$ cat src/rtl/room_pkg.sv
// ---------------------------------------------------------------------------
// room_pkg
//   Shared definitions for the room access controller: the door FSM state
//   encoding and helpers that derive the counter widths from the
//   capacity and grant-window parameters.
// ---------------------------------------------------------------------------
package room_pkg;

  // Door FSM: IDLE keeps the door locked, GRANT holds it unlocked.
  typedef enum logic {
    ST_IDLE  = 1'b0,
    ST_GRANT = 1'b1
  } state_e;

  // Width needed to hold the occupancy values 0..cap inclusive.
  function automatic int room_cw(input int cap);
    return (cap < 1) ? 1 : $clog2(cap + 1);
  endfunction

  // Width of the grant window down-counter, which holds 0..win-1.
  function automatic int win_w(input int win);
    return (win <= 1) ? 1 : $clog2(win);
  endfunction

endpackage : room_pkg

$ cat src/rtl/room_access_ctrl_occ_counter.sv
// ---------------------------------------------------------------------------
// occ_counter
//   Saturating up/down occupancy counter. Holds at MAXV and at 0, never
//   wraps. An increment and a decrement in the same cycle cancel out.
//   FULL and EMPTY are registered from the next count, so they change in
//   the same cycle as the count itself.
//
// Ports
//   clk    in   clock, rising edge
//   clr    in   synchronous active-high reset (count -> 0)
//   inc    in   add one occupant
//   dec    in   remove one occupant
//   count  out  current occupancy (CW bits)
//   full   out  count == MAXV
//   empty  out  count == 0
// ---------------------------------------------------------------------------
module occ_counter
  import room_pkg::*;
#(
  parameter int MAXV = 15,
  parameter int CW   = room_cw(MAXV)  // derived, do not override
) (
  input  logic          clk,
  input  logic          clr,
  input  logic          inc,
  input  logic          dec,
  output logic [CW-1:0] count,
  output logic          full,
  output logic          empty
);

  localparam logic [CW-1:0] MAX_VAL = CW'(MAXV);

  logic [CW-1:0] count_d, count_q;
  logic          full_d,  full_q;
  logic          empty_d, empty_q;

  // NOTE: every signal assigned in always_comb gets a default first, so
  // no path through the block can leave it unassigned and infer a latch.
  always_comb begin
    count_d = count_q;
    if (inc && !dec && (count_q != MAX_VAL)) begin
      count_d = count_q + 1'b1;
    end else if (dec && !inc && (count_q != '0)) begin
      count_d = count_q - 1'b1;
    end
    full_d  = (count_d == MAX_VAL);
    empty_d = (count_d == '0);
  end

  // NOTE: state registers use non-blocking assignments so that every flop
  // samples its pre-edge value, independent of statement order.
  always_ff @(posedge clk) begin
    if (clr) begin
      count_q <= '0;
      full_q  <= 1'b0;
      empty_q <= 1'b1;
    end else begin
      count_q <= count_d;
      full_q  <= full_d;
      empty_q <= empty_d;
    end
  end

  assign count = count_q;
  assign full  = full_q;
  assign empty = empty_q;

endmodule : occ_counter

$ cat src/rtl/room_access_ctrl.sv
// ---------------------------------------------------------------------------
// room_access_ctrl
//   Room door / occupancy controller. Grants entry on request during
//   visiting hours while the room is not full, keeps the door unlocked for
//   at most GRANT_WIN cycles (one entry per grant), tracks occupancy, and
//   raises a sticky alarm whenever someone enters without a grant.
//
// Ports
//   clk    in   clock, rising edge
//   CLR    in   synchronous active-high reset, overrides everything
//   IN     in   entry sensor, one person per sampled high cycle
//   OUT    in   exit sensor, one person per sampled high cycle
//   ENT    in   entry request
//   T      in   visiting hours active
//   ACK    in   clears ALARM
//   OPEN   out  door unlocked
//   CLOSE  out  door locked (always ~OPEN)
//   DENY   out  one-cycle pulse, request refused
//   ALARM  out  sticky, entry without a grant
//   FULL   out  COUNT == CAP
//   EMPTY  out  COUNT == 0
//   COUNT  out  current occupancy
// ---------------------------------------------------------------------------
module room_access_ctrl
  import room_pkg::*;
#(
  parameter int CAP       = 15,
  parameter int CW        = room_cw(CAP),  // derived, do not override
  parameter int GRANT_WIN = 4
) (
  input  logic          clk,
  input  logic          CLR,
  input  logic          IN,
  input  logic          OUT,
  input  logic          ENT,
  input  logic          T,
  input  logic          ACK,
  output logic          OPEN,
  output logic          CLOSE,
  output logic          DENY,
  output logic          ALARM,
  output logic          FULL,
  output logic          EMPTY,
  output logic [CW-1:0] COUNT
);

  localparam int            WW       = win_w(GRANT_WIN);
  localparam logic [WW-1:0] WIN_LOAD = WW'(GRANT_WIN - 1);

  state_e        state_d, state_q;
  logic [WW-1:0] win_d,   win_q;
  logic          open_d,  open_q;
  logic          close_d, close_q;
  logic          deny_d,  deny_q;
  logic          alarm_d, alarm_q;
  logic          entry_ok;   // authorised entry this cycle
  logic          unauth;     // entry seen without a valid grant

  // -------------------------------------------------------------------------
  // Occupancy counter
  // -------------------------------------------------------------------------
  occ_counter #(
    .MAXV (CAP),
    .CW   (CW)
  ) u_occ (
    .clk   (clk),
    .clr   (CLR),
    .inc   (entry_ok),
    .dec   (OUT),
    .count (COUNT),
    .full  (FULL),
    .empty (EMPTY)
  );

  // -------------------------------------------------------------------------
  // Next-state logic
  // -------------------------------------------------------------------------
  always_comb begin
    state_d  = state_q;
    win_d    = win_q;
    deny_d   = 1'b0;
    entry_ok = 1'b0;

    unique case (state_q)
      ST_IDLE: begin
        if (ENT) begin
          // FULL is registered from the same count the counter holds, so it
          // reflects COUNT >= CAP for the current cycle.
          if (T && !FULL) begin
            state_d = ST_GRANT;
            win_d   = WIN_LOAD;
          end else begin
            deny_d = 1'b1;
          end
        end
      end
      ST_GRANT: begin
        // Leaving hours closes the door at once; ENT here is ignored and
        // never restarts the window.
        if (!T) begin
          state_d = ST_IDLE;
        end else if (IN) begin
          entry_ok = 1'b1;
          state_d  = ST_IDLE;
        end else if (win_q == '0) begin
          state_d = ST_IDLE;
        end else begin
          win_d = win_q - 1'b1;
        end
      end
      default: state_d = ST_IDLE;
    endcase

    // Any entry that is not the one granted entry is unauthorised,
    // including one that coincides with T dropping mid-grant.
    unauth  = IN && !((state_q == ST_GRANT) && T);
    alarm_d = unauth || (alarm_q && !ACK);

    open_d  = (state_d == ST_GRANT);
    close_d = !open_d;
  end

  // -------------------------------------------------------------------------
  // State and output registers
  // -------------------------------------------------------------------------
  always_ff @(posedge clk) begin
    if (CLR) begin
      state_q <= ST_IDLE;
      win_q   <= '0;
      open_q  <= 1'b0;
      close_q <= 1'b1;
      deny_q  <= 1'b0;
      alarm_q <= 1'b0;
    end else begin
      state_q <= state_d;
      win_q   <= win_d;
      open_q  <= open_d;
      close_q <= close_d;
      deny_q  <= deny_d;
      alarm_q <= alarm_d;
    end
  end

  assign OPEN  = open_q;
  assign CLOSE = close_q;
  assign DENY  = deny_q;
  assign ALARM = alarm_q;

endmodule : room_access_ctrl
$ cat config.mk
export PLATFORM = sky130hd
export DESIGN_NAME = room_access_ctrl
export DESIGN_NICKNAME = d
export VERILOG_FILES = /design/src/rtl/room_pkg.sv /design/src/rtl/room_access_ctrl_occ_counter.sv /design/src/rtl/room_access_ctrl.sv
export SDC_FILE = /design/constraint.sdc
export NUM_CORES = 1
export LEC_CHECK = 0
export ABC_AREA = 0
export ABC_CLOCK_PERIOD_IN_PS = 3960
export BUFFER_PORTS_ARGS = -buffer_cell sky130_fd_sc_hd__clkbuf_2
export CORE_AREA = 2 2 39 41
export DETAILED_ROUTE_END_ITERATION = 10
export DIE_AREA = 0 0 41 43
export PLACE_DENSITY = 0.69
export SYNTH_ARGS = -nofsm -noshare
export SYNTH_HDL_FRONTEND = slang
export SYNTH_SLANG_ARGS = --single-unit
$ cat constraint.sdc
create_clock -name clk -period 3.96 [get_ports clk]
set_input_delay 0.792 -clock clk [delete_from_list [all_inputs] [get_ports clk]]
set_output_delay 0.792 -clock clk [all_outputs]
set_load 0.02 [all_outputs]
==> metrics.cfg, run 1 <==
[timing]
finalHoldViolCount = 0
fmax_mhz = 528
skew_ns = 0.000308
worst_slack_ns = 2.07
fin_crit_sh = 0.478
tightest_slew_ns = 0.373
whs_ns = 0.513
setup_viol = 0
fin_setup_tns_ns = 0
period_needed_ns = 1.89
drv_slew = 0
slew_headroom = 0.750
grt_setup_unrepaired = no

[route]
routedWlPerCell_um = 12.9
drt_first_pass_iters = 4
num_vias = 571
wl_um = 1290
ant_nets = 0
drtIter0Drc = 15
avgViaCountPerCell = 5.71
drc = 0

[cts]
cts_tree = yes
cts.reportedPaths.clkPinSlew_ns = 0.07
postCtsSetupBuffers = 0
cts.path.max_buffers = 2
cts_hold_buf = 0
clkLatencyLatePin_ns = 0.27
cts.sinks = 12
htreeDepth = 1
clockRootBuffer = clkbuf_4
numCtsBuffers = 3
cts-resized-gates = 0

[floorplan]
core-area_um2 = 1380
die_area_um2 = 1760
num_io_pins = 17
rows = 14
die_h_um = 43
initial_core_util = 0.454
dieWidth_um = 41

[global_routing]
grt_max_degree = 11
grt_pass1_vias = 522
antenna_found_initial = 0
grt_usage = 0.198
grt_pass1_wl_um = 2330
gr-total-overflow = 0

[finish]
area_growth_pct = 19.3
multi_input_area_um2 = 347
fillers = 128
final-seq-area_um2 = 240
antennaDiodeCount = 0
fin_nets = 95
drive_gt1_frac = 0.333
fin_cells = 100

[yosys]
yosys-top-cells-area = dfxtp_1 (38%), ha_1 (6.0%), inv_1 (4.2%), nor4b_4 (3.8%), nand4_1 (3.0%)
async_reset_ff_frac = 0
syn_avg_cell_area_um2 = 9.52
ys_seq_area_frac = 0.382
ys_warn_count = 0
ys_ff_latch = 12
syn-num-nets = 76
synth_area_um2 = 628
syn_inst = 66
synth_edf_count = 0
yosysTopAreaCellShare = 0.382
synth_largest_area_cell = dfxtp_1
ys_types = 35
ys.flop_type = dfxtp_1

[pwr]
peakVddDrop_uv = 386
power.density_nw_per_um2 = 690
leakage_nw = 0.329

[job]
maxCapViolCount = 0

[worst_setup_path]
cp-end-kind = register
crit_required_ns = 4.18
path_max_fanout = 5
cp-start-kind = register
path_class = register to register
arrival_ns = 2.11

[place]
dp_worst_setup_slack_ns = 1.84
post-dp-hpwl_um = 953
dp_cells = 96
gp_congestion = 0.850
portBuffers = 16

[min_path]
hold_path_class = register to register

[status]
status = finished, final reports clean

==> synthesized netlist by cell type, types with 2 or more instances <==
cell and number:
dfxtp_1 12, nor2_1 4, nand4_1 3, a31oi_1 2, nor2b_1 2, ha_1 3
nand2_1 4, inv_1 7, nand3_1 3
==> logic make-up after synthesis <==
| group | Yosys count | share of synthesized area |
|---|---|---|
| simple gates | 26 | 0.269 |
| buf+inv | 9 | 0.0657 |
| fa+ha+maj | 3 | 0.0598 |
| xor+xnor | 1 | 0.0259 |
| compound gates | 15 | 0.197 |
| flops | 12 | 0.382 |
==> sequential cells by signal (all words and copies together) (netlist names) <==
register	flops
win_q	2
u_occ.empty	1
OPEN	1
ALARM	1
u_occ.full	1
u_occ.count	4
DENY	1
CLOSE	1
==> cells in the final DEF, fill, tap and decap left out, drive strengths merged, types with 2 or more instances in the layout <==
cell / Yosys / final
nand3: 3 / 3
dfxtp: 12 / 12
clkbuf: 1 / 20
ha: 3 / 3
nor2b: 2 / 2
a211oi: 2 / 2
and2b: 2 / 2
nand4: 3 / 3
nor2: 4 / 4
nor4b: 2 / 2
a31oi: 3 / 3
inv: 7 / 7
nand2: 4 / 4
==> per-stage QoR <==
| stage | instance area, µm² | utilization | total power, mW |
|---|---|---|---|
| 6_report | 749 | 0.542 | 0.517 |
| 5_1_grt | 749 | 0.542 | 0.560 |
| 4_1_cts | 749 | 0.542 | 0.518 |
| 3_5_place_dp | 713 | 0.515 | 0.419 |
| 3_3_place_gp | 713 | 0.515 | 0.420 |
| 2_1_floorplan | 628 | - | 0.366 |
==> area by class of cell <==
type | instances | share of cell area
Multi-Input combinational cell | 45 | 0.462
Sequential cell | 12 | 0.321
Clock buffer | 4 | 0.0484
Inverter | 7 | 0.0351
Tap cell | 16 | 0.0267
Timing Repair Buffer | 16 | 0.107
==> routing by layer <==
layer | part of all wire | global-route usage
met1 | 0.51 | 0.297
met4 | 0.019 | 0.100
met2 | 0.43 | 0.244
met3 | 0.043 | 0.0628
met5 | 0 | 0
==> where the power goes <==
part	switching (mW)	leakage (nW)	internal, mW
combinational	0.139	0.209	0.105
sequential	0.0315	0.0988	0.145
clock	0.0403	0.0210	0.0559
total	0.210	0.329	0.306
==> worst max-delay path, stage by stage (launching register included) <==
cell and delay [ns]:
dfxtp_1 0.46, inv_1 0.09, ha_1 0.31, and2b_2 0.19
a22oi_1 0.17, o22ai_1 0.12, a31oi_2 0.28, a41o_1 0.22
==> worst paths after layout <==
path                       start     endpoint  slack, ns  cells after the start
setup / recovery  u_occ.count[0]  u_occ.empty       2.07                      7
hold / removal          win_q[1]     win_q[1]       0.51                      2
setup reg to reg  u_occ.count[0]  u_occ.empty       2.07                      7
hold reg to reg         win_q[1]     win_q[1]       0.51                      2
No activity file was read; power rests on OpenSTA's default activity.
==> inputs of run 2 (changes only) <==
--- a/config.mk
+++ b/config.mk
@@ -6,7 +6,7 @@
 export NUM_CORES = 1
 export LEC_CHECK = 0
 export ABC_AREA = 0
-export ABC_CLOCK_PERIOD_IN_PS = 3960
+export ABC_CLOCK_PERIOD_IN_PS = 1800
 export BUFFER_PORTS_ARGS = -buffer_cell sky130_fd_sc_hd__clkbuf_2
 export CORE_AREA = 2 2 39 41
 export DETAILED_ROUTE_END_ITERATION = 10
==> constraint.sdc (replaced) <==
create_clock -name clk -period 1.8 [get_ports clk]
set_input_delay 0.36 -clock clk [delete_from_list [all_inputs] [get_ports clk]]
set_output_delay 0.36 -clock clk [all_outputs]
set_load 0.02 [all_outputs]
==> run 2 against run 1 <==
Net effect: first-iteration DRC count is 67% lower; utilization is 1.7 points higher; global-route usage is 1.2 points lower; non-clock buffer count is 2 higher; setup slack worse by 2.0 ns; total power is 130% higher; combinational power is 150% higher; fmax is 11% higher; sequential power is 100% higher; clock power is 130% higher; sequential share of layout area is 0.82 points lower; wire length is 0.93% lower; highest routed layer unchanged.
==> metrics.cfg, run 2 (synthesis gave the netlist of run 1 again) <==
[timing]
grt_setup_unrepaired = no  ; unchanged
period_needed_ns = 1.70  ; was 1.89 ns
skew_ns = 0.00873  ; was 0.000308 ns
setup_viol = 0  ; unchanged
fmax_mhz = 588  ; was 528 MHz
slew_headroom = 0.703  ; was 0.750
finalHoldViolCount = 0  ; unchanged
fin_setup_tns_ns = 0  ; unchanged
drv_slew = 0  ; unchanged
worst_slack_ns = 0.0980  ; was 2.07 ns
fin_crit_sh = 0.946  ; was 0.478
tightest_slew_ns = 0.444  ; was 0.373 ns

[floorplan]
num_io_pins = 17  ; unchanged
dieWidth_um = 41  ; unchanged
core-area_um2 = 1380  ; unchanged
die_area_um2 = 1760  ; unchanged
die_h_um = 43  ; unchanged
rows = 14  ; unchanged
initial_core_util = 0.454  ; unchanged

[route]
drc = 0  ; unchanged
wl_um = 1280  ; was 1290 µm
wl_met2_um = 532  ; was 552 µm
top_layer_used = met4  ; unchanged
drtIter0Drc = 5  ; was 15
wl_met1_um = 635  ; was 656 µm
ant_nets = 0  ; unchanged
routedWlPerCell_um = 12.5  ; was 12.9 µm
avgViaCountPerCell = 5.38  ; was 5.71
num_vias = 549  ; was 571
drt_first_pass_iters = 4  ; unchanged
wl_met3_um = 68  ; was 56 µm

[global_routing]
grt_max_degree = 11  ; unchanged
grt_pass1_wl_um = 2140  ; was 2330 µm
grt_pass1_vias = 485  ; was 522
grt_usage = 0.186  ; was 0.198
antenna_found_initial = 0  ; unchanged
gr-total-overflow = 0  ; unchanged

[finish]
antennaDiodeCount = 0  ; unchanged
final_common_cell = clkbuf_2  ; unchanged
fillers = 129  ; was 128
drive_gt1_frac = 0.384  ; was 0.333
fin_cells = 102  ; was 100
fin_util = 0.559  ; was 0.542
area_growth_pct = 23.1  ; was 19.3%
largest_register_ffs = 4  ; unchanged
fin_nets = 97  ; was 95
final_cell_mix = clkbuf_2 (16), dfxtp_1 (11), inv_1 (7)  ; was clkbuf_2 (16), dfxtp_1 (12), inv_1 (7)

[cts]
htreeDepth = 1  ; unchanged
clkLatencyLatePin_ns = 0.29  ; was 0.27 ns
cts.sinks = 12  ; unchanged
cts_tree = yes  ; unchanged
cts.path.max_buffers = 2  ; unchanged
cts.reportedPaths.clkPinSlew_ns = 0.08  ; was 0.07 ns
cts_hold_buf = 0  ; unchanged
clockRootBuffer = clkbuf_4  ; unchanged
numCtsBuffers = 3  ; unchanged

[pwr]
power.density_nw_per_um2 = 1530  ; was 690 nW/µm²
leakage_nw = 0.339  ; was 0.329 nW
peakVddDrop_uv = 700  ; was 386 µV

[status]
status = finished, final reports clean  ; unchanged

[worst_setup_path]
crit_required_ns = 2.03  ; was 4.18 ns
path_max_fanout = 4  ; was 5
r2r_start = u_occ.count[0]  ; unchanged
cp-start-kind = register  ; unchanged
cp-end-kind = register  ; unchanged
path_class = register to register  ; unchanged
rrSetupSlack_ns = 0.1  ; was 2.07 ns
r2r_end = u_occ.empty  ; unchanged
rr_worst_depth = 7  ; unchanged
arrival_ns = 1.93  ; was 2.11 ns

[job]
maxCapViolCount = 0  ; unchanged

[min_path]
hold_path_class = input port to register  ; was register to register
hold_end = DENY  ; was win_q[1]
hp-start = ENT  ; was win_q[1]
hold_depth = 2  ; unchanged

[place]
post-dp-hpwl_um = 955  ; was 953 µm
gp_congestion = 0.869  ; was 0.850
dp_cells = 98  ; was 96
portBuffers = 16  ; unchanged
dp_worst_setup_slack_ns = 0.107  ; was 1.84 ns

-- run 2: cell count changes in the layout (fill, tap and decap cells not counted) --
cell,change
ha_1,-1
ha_2,+1
dfxtp_1,-1
nand3_2,+1
nand3_1,-1
dfxtp_2,+1
buf_4,+2
-- run 2: what timing repair did --
| item | 4_1_cts | 5_1_grt |
|---|---|---|
| gates resized for setup | 0 | 2 |
| buffers inserted | 0 | 0 |
| setup endpoints to repair | 0 | 2 |
-- run 2: critical path, stage by stage (launching register included) --
cell,delay (ns)
dfxtp_2,0.32
inv_1,0.07
ha_2,0.21
or3b_1,0.37
nand3_1,0.11
o22ai_1,0.09
a31oi_2,0.27
a41o_1,0.21
-- run 2: layout make-up --
type | count | area, µm² | share of cell area
inverter | 7 | 26.3 | 0.0340
tap | 16 | 20.0 | 0.0259
clock buffer | 4 | 36.3 | 0.0469
timing repair buffer | 18 | 95.1 | 0.123
multi-input combinational | 45 | 354 | 0.458
sequential | 12 | 241 | 0.312
-- run 2: layer usage --
layer  global-route usage  vias to the layer above
met5                    0                        -
met4                0.140                        0
met3               0.0471                        5
met2                0.234                       17
met1                0.260                      243
li1                     -                      284
-- run 2: stage by stage --
step                cell area (µm²)  hold WS (ns)  power [mW]
finish                          773         0.338        1.18
global placement                729         0.480       0.950
detailed placement              729         0.481       0.956
floorplan                       629         0.456       0.808
global route                    773         0.349        1.27
CTS                             766         0.341        1.17
-- run 2: how the worst max path moves through the flow --
stage	startpoint	end	slack, ns	depth (start not counted)
3_3_place_gp	u_occ.count[0]	u_occ.empty	0.11	7
5_1_grt	u_occ.count[0]	u_occ.empty	0.01	7
6_report	u_occ.count[0]	u_occ.empty	0.1	7
3_5_place_dp	u_occ.count[0]	u_occ.empty	0.11	7
4_1_cts	u_occ.count[0]	u_occ.empty	0.08	7
2_1_floorplan	u_occ.count[1]	u_occ.empty	0.006	7
-- run 2: where the power goes --
part           switching (mW)  leakage, nW  internal, mW
clock                  0.0957       0.0210         0.123
sequential             0.0387       0.0992         0.322
combinational           0.338        0.219         0.263
total                   0.472        0.339         0.709
==> inputs of run 3 (changes only) <==
--- a/config.mk
+++ b/config.mk
@@ -5,13 +5,15 @@
 export SDC_FILE = /design/constraint.sdc
 export NUM_CORES = 1
 export LEC_CHECK = 0
-export ABC_AREA = 0
+export ABC_AREA = 1
 export ABC_CLOCK_PERIOD_IN_PS = 1800
 export BUFFER_PORTS_ARGS = -buffer_cell sky130_fd_sc_hd__clkbuf_2
-export CORE_AREA = 2 2 39 41
+export CELL_PAD_IN_SITES_DETAIL_PLACEMENT = 0
+export CELL_PAD_IN_SITES_GLOBAL_PLACEMENT = 1
+export CORE_MARGIN = 2
+export CORE_UTILIZATION = 35
 export DETAILED_ROUTE_END_ITERATION = 10
-export DIE_AREA = 0 0 41 43
-export PLACE_DENSITY = 0.69
+export PLACE_DENSITY_LB_ADDON = 0.12
 export SYNTH_ARGS = -nofsm -noshare
 export SYNTH_HDL_FRONTEND = slang
 export SYNTH_SLANG_ARGS = --single-unit
==> run 3 against run 2 <==
Net effect: clock skew shrank 0.0012 ns; wire length up 8.0%; die area increased by 37%; final cell count is 49% higher; flip-flop and latch count unchanged; cell area is 10% higher; via count up 19%; critical path type unchanged.
==> metrics.cfg, run 3 <==
[route]
avgViaCountPerCell = 4.28  ; was 5.38
drc = 0  ; unchanged
num_vias = 651  ; was 549
routedWlPerCell_um = 9.07  ; was 12.5 µm
ant_nets = 0  ; unchanged
wl_um = 1380  ; was 1280 µm
drtIter0Drc = 5  ; unchanged
drt_first_pass_iters = 4  ; unchanged

[cts]
cts-resized-gates = 0  ; unchanged
cts.sinks = 12  ; unchanged
postCtsSetupBuffers = 0  ; unchanged
cts_hold_buf = 0  ; unchanged
cts.reportedPaths.clkPinSlew_ns = 0.08  ; about the same
cts_tree = yes  ; unchanged
htreeDepth = 1  ; unchanged
clkLatencyLatePin_ns = 0.27  ; was 0.29 ns
clockRootBuffer = clkbuf_4  ; unchanged
numCtsBuffers = 3  ; unchanged
cts.path.max_buffers = 2  ; unchanged

[worst_setup_path]
rr_worst_depth = 12  ; was 7
crit_start = u_occ.count[1]  ; was u_occ.count[0]
path_class = register to register  ; unchanged
cp-end-kind = register  ; unchanged
arrival_ns = 1.65  ; was 1.93 ns
r2r_end = u_occ.empty  ; unchanged
cpMostUsedCell = nand2_1
cp-start-kind = register  ; unchanged
r2r_start = u_occ.count[1]  ; was u_occ.count[0]
cp_slowest_cell = dfxtp_1  ; was or3b_1
cp_cell_sequence = inv_1 > ha_1 > nand2_1 > nor2_1 > nor2_1 > nand2_1 > nand2_1 > nand2_1 > nand2_2 > nor2_1 > nand2_1 > nand2_1  ; was inv_1 > ha_2 > or3b_1 > nand3_1 > o22ai_1 > a31oi_2 > a41o_1
crit_required_ns = 1.96  ; was 2.03 ns
rrSetupSlack_ns = 0.31  ; was 0.1 ns
cpPeakStageDelay_ns = 0.46  ; was 0.37 ns
endpoint = u_occ.empty  ; unchanged
path_max_fanout = 6  ; was 4

[min_path]
hold_path_class = input port to register  ; unchanged
hp-start = ENT  ; unchanged

[global_routing]
grt_pass1_vias = 644  ; was 485
gr-total-overflow = 0  ; unchanged
grt_usage = 0.133  ; was 0.186
grt_max_degree = 10  ; was 11
antenna_found_initial = 0  ; unchanged
grt_pass1_wl_um = 2560  ; was 2140 µm

[yosys]
ys.flop_type = dfxtp_1  ; unchanged
yosys-top-cells-count = nand2_1 (28), inv_1 (17), dfxtp_1 (12), nand2_2 (9), nand3_1 (9)  ; was dfxtp_1 (12), inv_1 (7), nand2_1 (4), nor2_1 (4)
ys_warn_count = 0  ; unchanged
synthAdderAreaFrac = 0.0527  ; was 0.0598
syn-num-nets = 116  ; was 76
synth-simple-area-share = 0.406  ; was 0.269
async_reset_ff_frac = 0  ; unchanged
syn_avg_cell_area_um2 = 6.72  ; was 9.52 µm²
ys_ff_latch = 12  ; unchanged
synth_largest_area_cell = dfxtp_1  ; unchanged
synth-compound-area-share = 0.0756  ; was 0.197
yosysMostFrequentCell = nand2_1  ; was dfxtp_1
synth_edf_count = 0  ; unchanged
synth_top_family_by_area = simple AND/OR/NAND/NOR gates  ; unchanged
ys_seq_area_frac = 0.337  ; was 0.382
syn_inst = 106  ; was 66
synth_area_um2 = 712  ; was 628 µm²
yosysTopAreaCellShare = 0.337  ; was 0.382
yosys-top-cells-area = dfxtp_1 (34%), nand2_1 (15%), inv_1 (9.0%), nand2_2 (7.9%), nand3_1 (6.3%)  ; was dfxtp_1 (38%), ha_1 (6.0%), inv_1 (4.2%), nor4b_4 (3.8%), nand4_1 (3.0%)
synthMuxAreaShare = 0  ; unchanged
synth_xor_area_frac = 0.0123  ; was 0.0259
ys_types = 16  ; was 35

[timing]
setup_viol = 0  ; unchanged
skew_ns = 0.00751  ; was 0.00873 ns
finalHoldViolCount = 0  ; unchanged
fin_setup_tns_ns = 0  ; unchanged
tightest_slew_ns = 0.343  ; was 0.444 ns
period_needed_ns = 1.49  ; was 1.70 ns
fmax_mhz = 671  ; was 588 MHz
slew_headroom = 0.771  ; was 0.703
drv_slew = 0  ; unchanged
fin_crit_sh = 0.828  ; was 0.946
grt_setup_unrepaired = no  ; unchanged

[pwr]
power.total_mw = 1.38  ; was 1.18 mW
leakage_nw = 0.461  ; was 0.339 nW
power.density_nw_per_um2 = 1630  ; was 1530 nW/µm²
peakVddDrop_uv = 684  ; was 700 µV

[place]
portBuffers = 16  ; unchanged
post-dp-hpwl_um = 1150  ; was 955 µm
gp_congestion = 0.796  ; was 0.869

[floorplan]
num_io_pins = 17  ; unchanged
die_area_um2 = 2410  ; was 1760 µm²
core-area_um2 = 1940  ; was 1380 µm²
dieWidth_um = 49.1  ; was 41 µm
rows = 16  ; was 14
die_h_um = 49.1  ; was 43 µm
initial_core_util = 0.367  ; was 0.454

[finish]
fin_nets = 136  ; was 97
drive_gt1_frac = 0.304  ; was 0.384
largest_register_ffs = 4  ; unchanged
final_cell_mix = nand2_1 (28), inv_1 (17), clkbuf_2 (16)  ; was clkbuf_2 (16), dfxtp_1 (11), inv_1 (7)
antennaDiodeCount = 0  ; unchanged
final_common_cell = nand2_1  ; was clkbuf_2
area_growth_pct = 19.5  ; was 23.1%

[job]
maxCapViolCount = 0  ; unchanged

[status]
status = finished, final reports clean  ; unchanged

run 3: cell types whose count changed in the layout (fill, tap and decap cells not counted), moves of 3 or more:
cell	before	now
nand4_1	3	0
nor2_2	0	4
nor2_1	4	8
inv_1	7	17
nand2_2	0	9
a21oi_1	1	7
nand3_1	2	9
nand2_1	4	28
run 3: how the worst min path moves through the flow:
stage                     to  slack (ns)  depth (start not counted)
floorplan           win_q[0]        0.42                          1
global placement    win_q[0]        0.44                          1
detailed placement  win_q[0]        0.44                          1
CTS                     DENY        0.31                          3
global route            DENY        0.32                          3
finish                  DENY        0.32                          3
run 3: layout make-up:
cell class	instances	area, µm²
Clock buffer	4	36.3
Fill cell	223	1090
Inverter	19	71.3
Multi-Input combinational cell	74	389
Sequential cell	12	240
Tap cell	27	33.8
Timing Repair Buffer	16	80.1
run 3: where the power goes:
| part | total, mW | internal (mW) | switching (mW) |
|---|---|---|---|
| combinational | 0.761 | 0.279 | 0.482 |
| clock | 0.213 | 0.123 | 0.0903 |
| sequential | 0.411 | 0.326 | 0.0845 |
run 3: worst max-delay path: cells and delay by family (launching register included):
kind                     cells  cell delay, ns
adder cells (fa/ha/maj)      1            0.21
flip-flops                   1            0.46
AND/OR/NAND/NOR             10            0.62
buffers and inverters        1            0.07
run 3: per-layer routing:
metal  GRT usage  vias to the layer above  part of all wire
li1            -                      363                 -
met1       0.178                      277              0.54
met3      0.0276                        2             0.020
met4      0.0571                        0             0.011
met2       0.205                        9              0.43
met5           0                        -                 0
run 3: kinds of logic after synthesis:
family	count (synthesis)
simple gates	60
buf+inv	20
flops	12
compound gates	10
fa+ha+maj	3
xor+xnor	1
run 3: metrics by stage:
stage                      util  worst slack (ns)  area (µm²)  std cells  hold slack (ns)
after floorplan               -             0.290         712        106            0.422
after global placement    0.419             0.327         815        148            0.441
after detailed placement  0.419             0.303         815        148            0.443
after CTS                 0.438             0.285         851        152            0.310
after global routing      0.438            0.0897         851        152            0.324
final                     0.438             0.310         851        152            0.320
